### src/rtl/viterbi_pkg.sv
`default_nettype none
// ============================================================================
// Module      : viterbi_pkg
// Description : Code constants and symbol helpers for the K=3 rate-1/2 decoder
// Revision    : 1.0 - initial release
// ============================================================================
package viterbi_pkg;

    localparam int         K       = 3;
    localparam int         NSTATES = 2 ** (K - 1);
    localparam logic [2:0] G0      = 3'b111;
    localparam logic [2:0] G1      = 3'b101;

    // State is {b[t-1], b[t-2]}, so the generator taps line up with {b, state}.
    function automatic logic [1:0] exp_sym(input logic [1:0] state, input logic b);
        logic [2:0] w_taps;
        w_taps = {b, state};
        return {^(w_taps & G0), ^(w_taps & G1)};
    endfunction

    function automatic logic [1:0] hamming2(input logic [1:0] a, input logic [1:0] b);
        logic [1:0] w_diff;
        w_diff = a ^ b;
        return {1'b0, w_diff[1]} + {1'b0, w_diff[0]};
    endfunction

endpackage
`default_nettype wire

### src/rtl/viterbi_acs.sv
`default_nettype none
// ============================================================================
// Module      : viterbi_acs
// Description : Add-compare-select for one trellis state with register exchange
// Revision    : 1.0 - initial release
// ============================================================================
module viterbi_acs #(
    parameter int   PM_W     = 4,
    parameter int   TB_DEPTH = 16,
    parameter logic NEW_BIT  = 1'b0
) (
    input  logic [PM_W-1:0]     pm0,
    input  logic [PM_W-1:0]     pm1,
    input  logic [1:0]          bm0,
    input  logic [1:0]          bm1,
    input  logic [TB_DEPTH-2:0] surv0,
    input  logic [TB_DEPTH-2:0] surv1,
    output logic [PM_W-1:0]     pm_out,
    output logic                dec,
    output logic [TB_DEPTH-1:0] surv_out
);

    logic [PM_W:0]   w_sum0;
    logic [PM_W:0]   w_sum1;
    logic [PM_W-1:0] w_cand0;
    logic [PM_W-1:0] w_cand1;

    always_comb begin
        w_sum0  = {1'b0, pm0} + (PM_W + 1)'(bm0);
        w_sum1  = {1'b0, pm1} + (PM_W + 1)'(bm1);
        w_cand0 = w_sum0[PM_W] ? '1 : w_sum0[PM_W-1:0];
        w_cand1 = w_sum1[PM_W] ? '1 : w_sum1[PM_W-1:0];
    end

    // Strict compare: ties resolve to the even predecessor.
    assign dec      = (w_cand1 < w_cand0);
    assign pm_out   = dec ? w_cand1 : w_cand0;
    assign surv_out = {(dec ? surv1 : surv0), NEW_BIT};

endmodule
`default_nettype wire

### src/rtl/viterbi_decoder.sv
`default_nettype none
// ============================================================================
// Module      : viterbi_decoder
// Description : Hard-decision 4-state Viterbi decoder, register-exchange survivors
// Revision    : 1.0 - initial release
// ============================================================================
module viterbi_decoder #(
    parameter int PM_W     = 4,
    parameter int TB_DEPTH = 16
) (
    input  logic            ck,
    input  logic            rset,
    input  logic [1:0]      cin,
    input  logic            cin_valid,
    output logic            bout,
    output logic            bout_valid,
    output logic [PM_W-1:0] pm_best
);

    import viterbi_pkg::*;

    localparam int              c_cnt_w    = $clog2(TB_DEPTH + 1);
    localparam logic [PM_W-1:0] c_pm_max   = '1;
    localparam logic [c_cnt_w-1:0] c_cnt_full = c_cnt_w'(TB_DEPTH);
    localparam logic [c_cnt_w-1:0] c_cnt_last = c_cnt_w'(TB_DEPTH - 1);
    localparam logic [c_cnt_w-1:0] c_cnt_one  = c_cnt_w'(1);

    // The oldest survivor bit is consumed on the edge it would be shifted out,
    // so only TB_DEPTH-1 bits per state are kept in registers.
    logic [PM_W-1:0]     r_pm       [NSTATES];
    logic [TB_DEPTH-2:0] r_surv     [NSTATES];
    logic [c_cnt_w-1:0]  r_cnt;

    logic [PM_W-1:0]     w_new_pm   [NSTATES];
    logic [TB_DEPTH-1:0] w_new_surv [NSTATES];
    logic [NSTATES-1:0]  w_unused_dec;
    logic [PM_W-1:0]     w_min;
    logic [1:0]          w_best;

    for (genvar gi = 0; gi < NSTATES; gi++) begin : g_acs
        localparam logic [1:0] c_ns = 2'(gi);
        localparam logic [1:0] c_p0 = {c_ns[0], 1'b0};
        localparam logic [1:0] c_p1 = {c_ns[0], 1'b1};

        viterbi_acs #(
            .PM_W     (PM_W),
            .TB_DEPTH (TB_DEPTH),
            .NEW_BIT  (c_ns[1])
        ) u_acs (
            .pm0      (r_pm[c_p0]),
            .pm1      (r_pm[c_p1]),
            .bm0      (hamming2(cin, exp_sym(c_p0, c_ns[1]))),
            .bm1      (hamming2(cin, exp_sym(c_p1, c_ns[1]))),
            .surv0    (r_surv[c_p0]),
            .surv1    (r_surv[c_p1]),
            .pm_out   (w_new_pm[gi]),
            .dec      (w_unused_dec[gi]),
            .surv_out (w_new_surv[gi])
        );
    end

    // Lowest index wins ties thanks to the strict compare.
    always_comb begin
        w_min  = w_new_pm[0];
        w_best = 2'd0;
        for (int i = 1; i < NSTATES; i++) begin
            if (w_new_pm[i] < w_min) begin
                w_min  = w_new_pm[i];
                w_best = 2'(i);
            end
        end
    end

    always_ff @(posedge ck) begin
        if (!rset) begin
            for (int i = 0; i < NSTATES; i++) begin
                r_pm[i]   <= (i == 0) ? '0 : c_pm_max;
                r_surv[i] <= '0;
            end
            r_cnt      <= '0;
            bout       <= 1'b0;
            bout_valid <= 1'b0;
            pm_best    <= '0;
        end else if (cin_valid) begin
            for (int i = 0; i < NSTATES; i++) begin
                r_pm[i]   <= (w_new_pm[i] == c_pm_max) ? c_pm_max : w_new_pm[i] - w_min;
                r_surv[i] <= w_new_surv[i][TB_DEPTH-2:0];
            end
            if (r_cnt != c_cnt_full) begin
                r_cnt <= r_cnt + c_cnt_one;
            end
            bout       <= w_new_surv[w_best][TB_DEPTH-1];
            bout_valid <= (r_cnt >= c_cnt_last);
            // Stored metrics are normalized to a zero minimum, so m is the growth.
            pm_best    <= w_min;
        end else begin
            bout_valid <= 1'b0;
        end
    end

endmodule
`default_nettype wire

### config.mk
export PLATFORM = sky130hd
export DESIGN_NAME = viterbi_decoder
export DESIGN_NICKNAME = d
export VERILOG_FILES = /design/src/rtl/viterbi_pkg.sv /design/src/rtl/viterbi_acs.sv /design/src/rtl/viterbi_decoder.sv
export SDC_FILE = /design/constraint.sdc
export NUM_CORES = 1
export LEC_CHECK = 0
export BUFFER_PORTS_ARGS = -buffer_cell sky130_fd_sc_hd__buf_2
export CORE_ASPECT_RATIO = 1.5
export CORE_MARGIN = 4
export CORE_UTILIZATION = 48
export DETAILED_ROUTE_END_ITERATION = 10
export SYNTH_ARGS = -nofsm -noshare
export SYNTH_HDL_FRONTEND = slang
export SYNTH_HIERARCHICAL = 1
export SYNTH_SLANG_ARGS = --single-unit
### constraint.sdc
create_clock -name ck -period 15.9 [get_ports ck]
set_input_delay 0 -clock ck [delete_from_list [all_inputs] [get_ports ck]]
set_output_delay 0 -clock ck [all_outputs]
set_load 0.05 [all_outputs]
After elaboration in Yosys (flattened, before gate mapping)
Memories as Yosys holds them, arrays and structs flattened. Cells that the tools add are included.

RAM bits: 76. Latch bits: 0. Bits in read-only memories: 0. Input bits: 5. Register bits after elaboration: 11. Output and inout port bits: 6. Memories: 2.

Muxes and demuxes: 41. Reduce and logical (&&, ||, !) cells: 2. $add $sub $neg: 17. Divide/modulo/power cells: 0. Order comparisons: 9. Equality and inequality tests: 5. $mul: 0. Shift operators: 0. Bitwise logic cells: 12.

Memories: r_surv (depth 4, bits a word 15, rd ports 4, clocked after Yosys merged registers in 0, wr ports 4, RTL line viterbi_decoder.sv:31) `logic [TB_DEPTH-2:0] r_surv [NSTATES];`; r_pm (depth 4, bits a word 4, rd ports 4, clocked after Yosys merged registers in 0, wr ports 4, RTL line viterbi_decoder.sv:30) `logic [PM_W-1:0] r_pm [NSTATES];`.

Operators with widths (number): 15-bit two-way mux (8); 4-bit two-way mux (23); 4-bit by 2-bit adder with 5-bit output (8); 16-bit binary-select mux with 2-bit select (1); 16-bit two-way mux (2); 4-bit < comparator (7); 4-bit equality test (second input constant) (4); 4-bit subtractor (4); 1-bit by 1-bit adder with 2-bit output (4); 1-bit OR (8); 5-bit by 1-bit adder with 5-bit output (second input constant) (1); 5-bit by 4-bit >= comparator with 1-bit output (second input constant) (1); 1-bit two-way mux (5); 5-bit != test (second input constant) (1); 2-bit two-way mux (2); 2-bit AND reduction (2); 3-bit >= comparator (second input constant) (1); 2-bit NOT with 3-bit output (1); 1-bit NOT (2); 2-bit NOT (1).

Depth between registers and ports, before layout
Depth in word-level cells: 16. Mapped depth: 38. Depth with buffers taken out: 37.

Cells and area by module
The synthesis kept the hierarchy.

By module, submodules not included: viterbi_decoder (cells an instance 344, instances 1, seq. area each 2502.4 um2, area an instance 4302.9 um2); viterbi_acs (cells an instance 69, instances 4, seq. area each 0.0 um2, area an instance 646.9 um2).

Worst setup path after synthesis
OpenSTA, ideal clock, no wires.

Kind: input to register. Start point: in cin[0]. End point: mem r_pm[1][2], data pin. Cell stages on the path: 34. Data arrival time: 7.014 ns. Required time: 15.632 ns. Setup slack: 8.618 ns. Path through: inv_1 ha_1 inv_1 ha_1 inv_1 fa_1 or2b_1 o21ai_0 inv_1 ha_1 nor2b_1 a221o_1 a31oi_4 buf_12 mux2i_1 ha_1 o21ai_0 and2b_1 nor2_2 mux2i_1 ha_1 nor3b_1 o311ai_2 o2111ai_2 mux2i_1 ha_1 inv_1 o21a_1 a21oi_2 mux2i_1 inv_1 fa_1 xor2_1 nand2_1.

RTL lines: start, declared (RTL line viterbi_decoder.sv:13) `input logic [1:0] cin,`; end, declared (RTL line viterbi_decoder.sv:30).

==> flow_summary_export.csv <==
group,metric,value,unit
setup_path,crit_path_max_fanout,17,
global_route,grt_pass1_vias,4717,
yosys,async_flop_share,0,%
timing,setup_violations,0,
route,via_per_inst,5.452,
route,drc_errors,0,
clock_network,cts_root_buf,"clkbuf_16",
finish,final_cell_mix,"inv_1 (78), edfxtp_1 (76), ha_1 (63), and3_1 (61), mux2_2 (41)",
clock_network,cts_tree,"done",
die,die_x,105.8,microns
finish,fin_nets,700,
timing,post-route-period-util,53.15,%
timing,fmax,0.1183,GHz
clock_network,htree_levels,3,
yosys,yosysTopAreaCell,"edfxtp_1",
timing,finalWorstSetupSlack,7449,ps
setup_path,arrival,8530,ps
clock_network,cts_hold_buf,0,
route,drt_iter0_markers,200,
place,post-place-ws,7102,ps
timing,tns,0,ps
setup_path,crit_path_end_kind,"flop",
setup_path,worst_path_largest_cell_delay,650,ps
die,coreArea,0.01406,sq mm
place,place_congestion,0.8752,
yosys,synth-edff-count,76,
global_route,grt_max_degree,71,
outcome,status,"finished, final reports clean",
place,dp_hpwl,9.693,mm
finish,syn_to_final_growth,5.793,%
yosys,syn-num-nets,700,
route,wl,13.44,mm
setup_path,path_buf_inv,5,
route,ant_nets,0,
global_route,grt_pass1_wl,22.63,mm
flow_run,drv_cap,0,
yosys,synth.area.top_cells,"edfxtp_1 (33%), ha_1 (11%), mux2_4 (7.4%)",
timing,slew_headroom,35.44,%
yosys,synthCells,620,
clock_network,cts.clk_slew.worst_paths,60,ps
global_route,grt_usage,17.18,%
finish,drive_gt1_share,19.84,%
yosys,post_synth_instance_area,0.006890,sq mm
yosys,yosys_warnings,6,
timing,period_minus_slack,8451,ps
clock_network,cts_setup_buffers,0,
timing,worst_pin_slew,968.4,ps
die,rows,53,
yosys,synth-seq-cells,87,
clock_network,insertion_delay,340,ps
place,portBuffers,10,
clock_network,cts_buffer_depth,2,
yosys,avgSynthCellArea,11.11,sq um
timing,drv_slew,0,
finish,n_antenna_cell,0,
setup_path,cpLargestDelayFamily,"compound AO/OA/AOI/OAI gates",
global_route,grt_remaining_overflow,0,
global_route,grt_antenna_before_repair,0,
route,wl_per_cell,16.45,microns
clock_network,clock_sinks,87,
timing,finalHoldViolations,0,
die,start_util,49.01,%
finish,num-fill-cells,1280,
die,io_pins,11,
yosys,synth_cell_types,52,
yosys,netlist.area_leader.share,33.12,%
yosys,ys_seq_area_share,36.32,%
worst_hold_path,holdCritPathClass,"primary input to flop",
die,die_h,154.7,microns
timing,clock-skew-final,7.032,ps
route,dr.pass1.iters,4,
clock_network,cts-resized-gates,0,
finish,layout_commonest_cell,"inv_1",
yosys,ys.flop_type,"edfxtp_1",
die,die-area,0.01638,sq mm
setup_path,required,15980,ps
clock_network,cts_made_buffers,9,
route,via_count,4454,
setup_path,criticalPathCategory,"flop to flop",
setup_path,cpMaxStageDelayCell,"a31oi_4",
setup_path,start_kind,"flop",
timing,rsz0062_at_grt,"false",
-- registers in the layout (all words and copies together) (netlist names) --
name / flops
pm_best: 4
r_surv: 60
r_cnt: 5
r_pm: 16
bout: 1
bout_valid: 1
-- cell families after synthesis --
group,synth area share (%)
other cells,0.2178
fa+ha+maj,14.93
simple gates,13.67
flops,36.32
compound gates,10.64
buf+inv,6.719
mux,15.73
xor+xnor,1.780
-- per-layer routing --
layer	routed length [microns]	track usage [%]
met3	246	2.672
met1	5563	18.97
met2	7284	32.30
met5	0	0
met4	344	7.222
-- Yosys cell counts, types with 3 or more instances --
| cell | instances |
|---|---|
| a21oi_1 | 30 |
| xor2_1 | 7 |
| and2_1 | 8 |
| conb_1 | 4 |
| o21ai_0 | 21 |
| fa_1 | 12 |
| a21o_1 | 12 |
| nor2_1 | 9 |
| a221o_2 | 4 |
| buf_4 | 4 |
| dfxtp_1 | 11 |
| xnor2_1 | 7 |
| a221o_1 | 4 |
| nand3b_4 | 4 |
| and3_1 | 61 |
| nand3_1 | 3 |
| buf_12 | 4 |
| mux2_4 | 34 |
| nand2_1 | 35 |
| mux2i_1 | 10 |
| a41oi_1 | 3 |
| nor2b_1 | 7 |
| edfxtp_1 | 76 |
| o2bb2ai_1 | 4 |
| or2b_1 | 8 |
| a31oi_1 | 7 |
| inv_1 | 79 |
| clkbuf_1 | 15 |
| mux2_2 | 41 |
| ha_1 | 63 |
| nor2b_4 | 4 |
| nand4_1 | 3 |
| a31oi_4 | 4 |
-- metrics by stage --
step                      cells  utilization, %  hold slack (ps)  area [sq um]
after floorplan             620               -            302.6          6890
after global placement      801           50.00            437.7          7029
after detailed placement    801           50.00            445.4          7029
after CTS                   817           51.85            375.8          7289
after global routing        817           51.85            440.6          7289
final                       817           51.85            369.6          7289
-- area by class of cell --
cell class              count  area (sq um)  area share (%)
repair buffers             12         65.06          0.8926
flip-flops and latches     87          2502           34.33
clock buffers              13         240.2           3.296
multi-input cells         431          3925           53.84
clock inverters             3         20.02          0.2746
inverters                  79         296.5           4.068
well taps                 192         240.2           3.296
-- worst paths after layout --
kind | start | slack, ps | cells after the start | endpoint
worst max-delay path | r_pm[3][0] | 7450 | 30 | r_pm[1][2]
worst min-delay path | cin_valid | 370 | 2 | pm_best[1]
worst max register to register | r_pm[3][0] | 7450 | 30 | r_pm[1][2]
worst min register to register | bout | 450 | 2 | bout
-- worst register-to-register path, delay by kind of cell, from the launching register on --
family	cells	cell delay, ps
AOI/OAI and AO/OA	8	2240
adders and majority gates	7	2230
muxes	4	1540
and+or+nand+nor	5	1050
buffers and inverters	5	580
DFF	1	390
xor gates and xnor gates	1	160
Power is not shown: default switching activity piles up to over one toggle a cycle in this logic, so the estimate is an artifact.
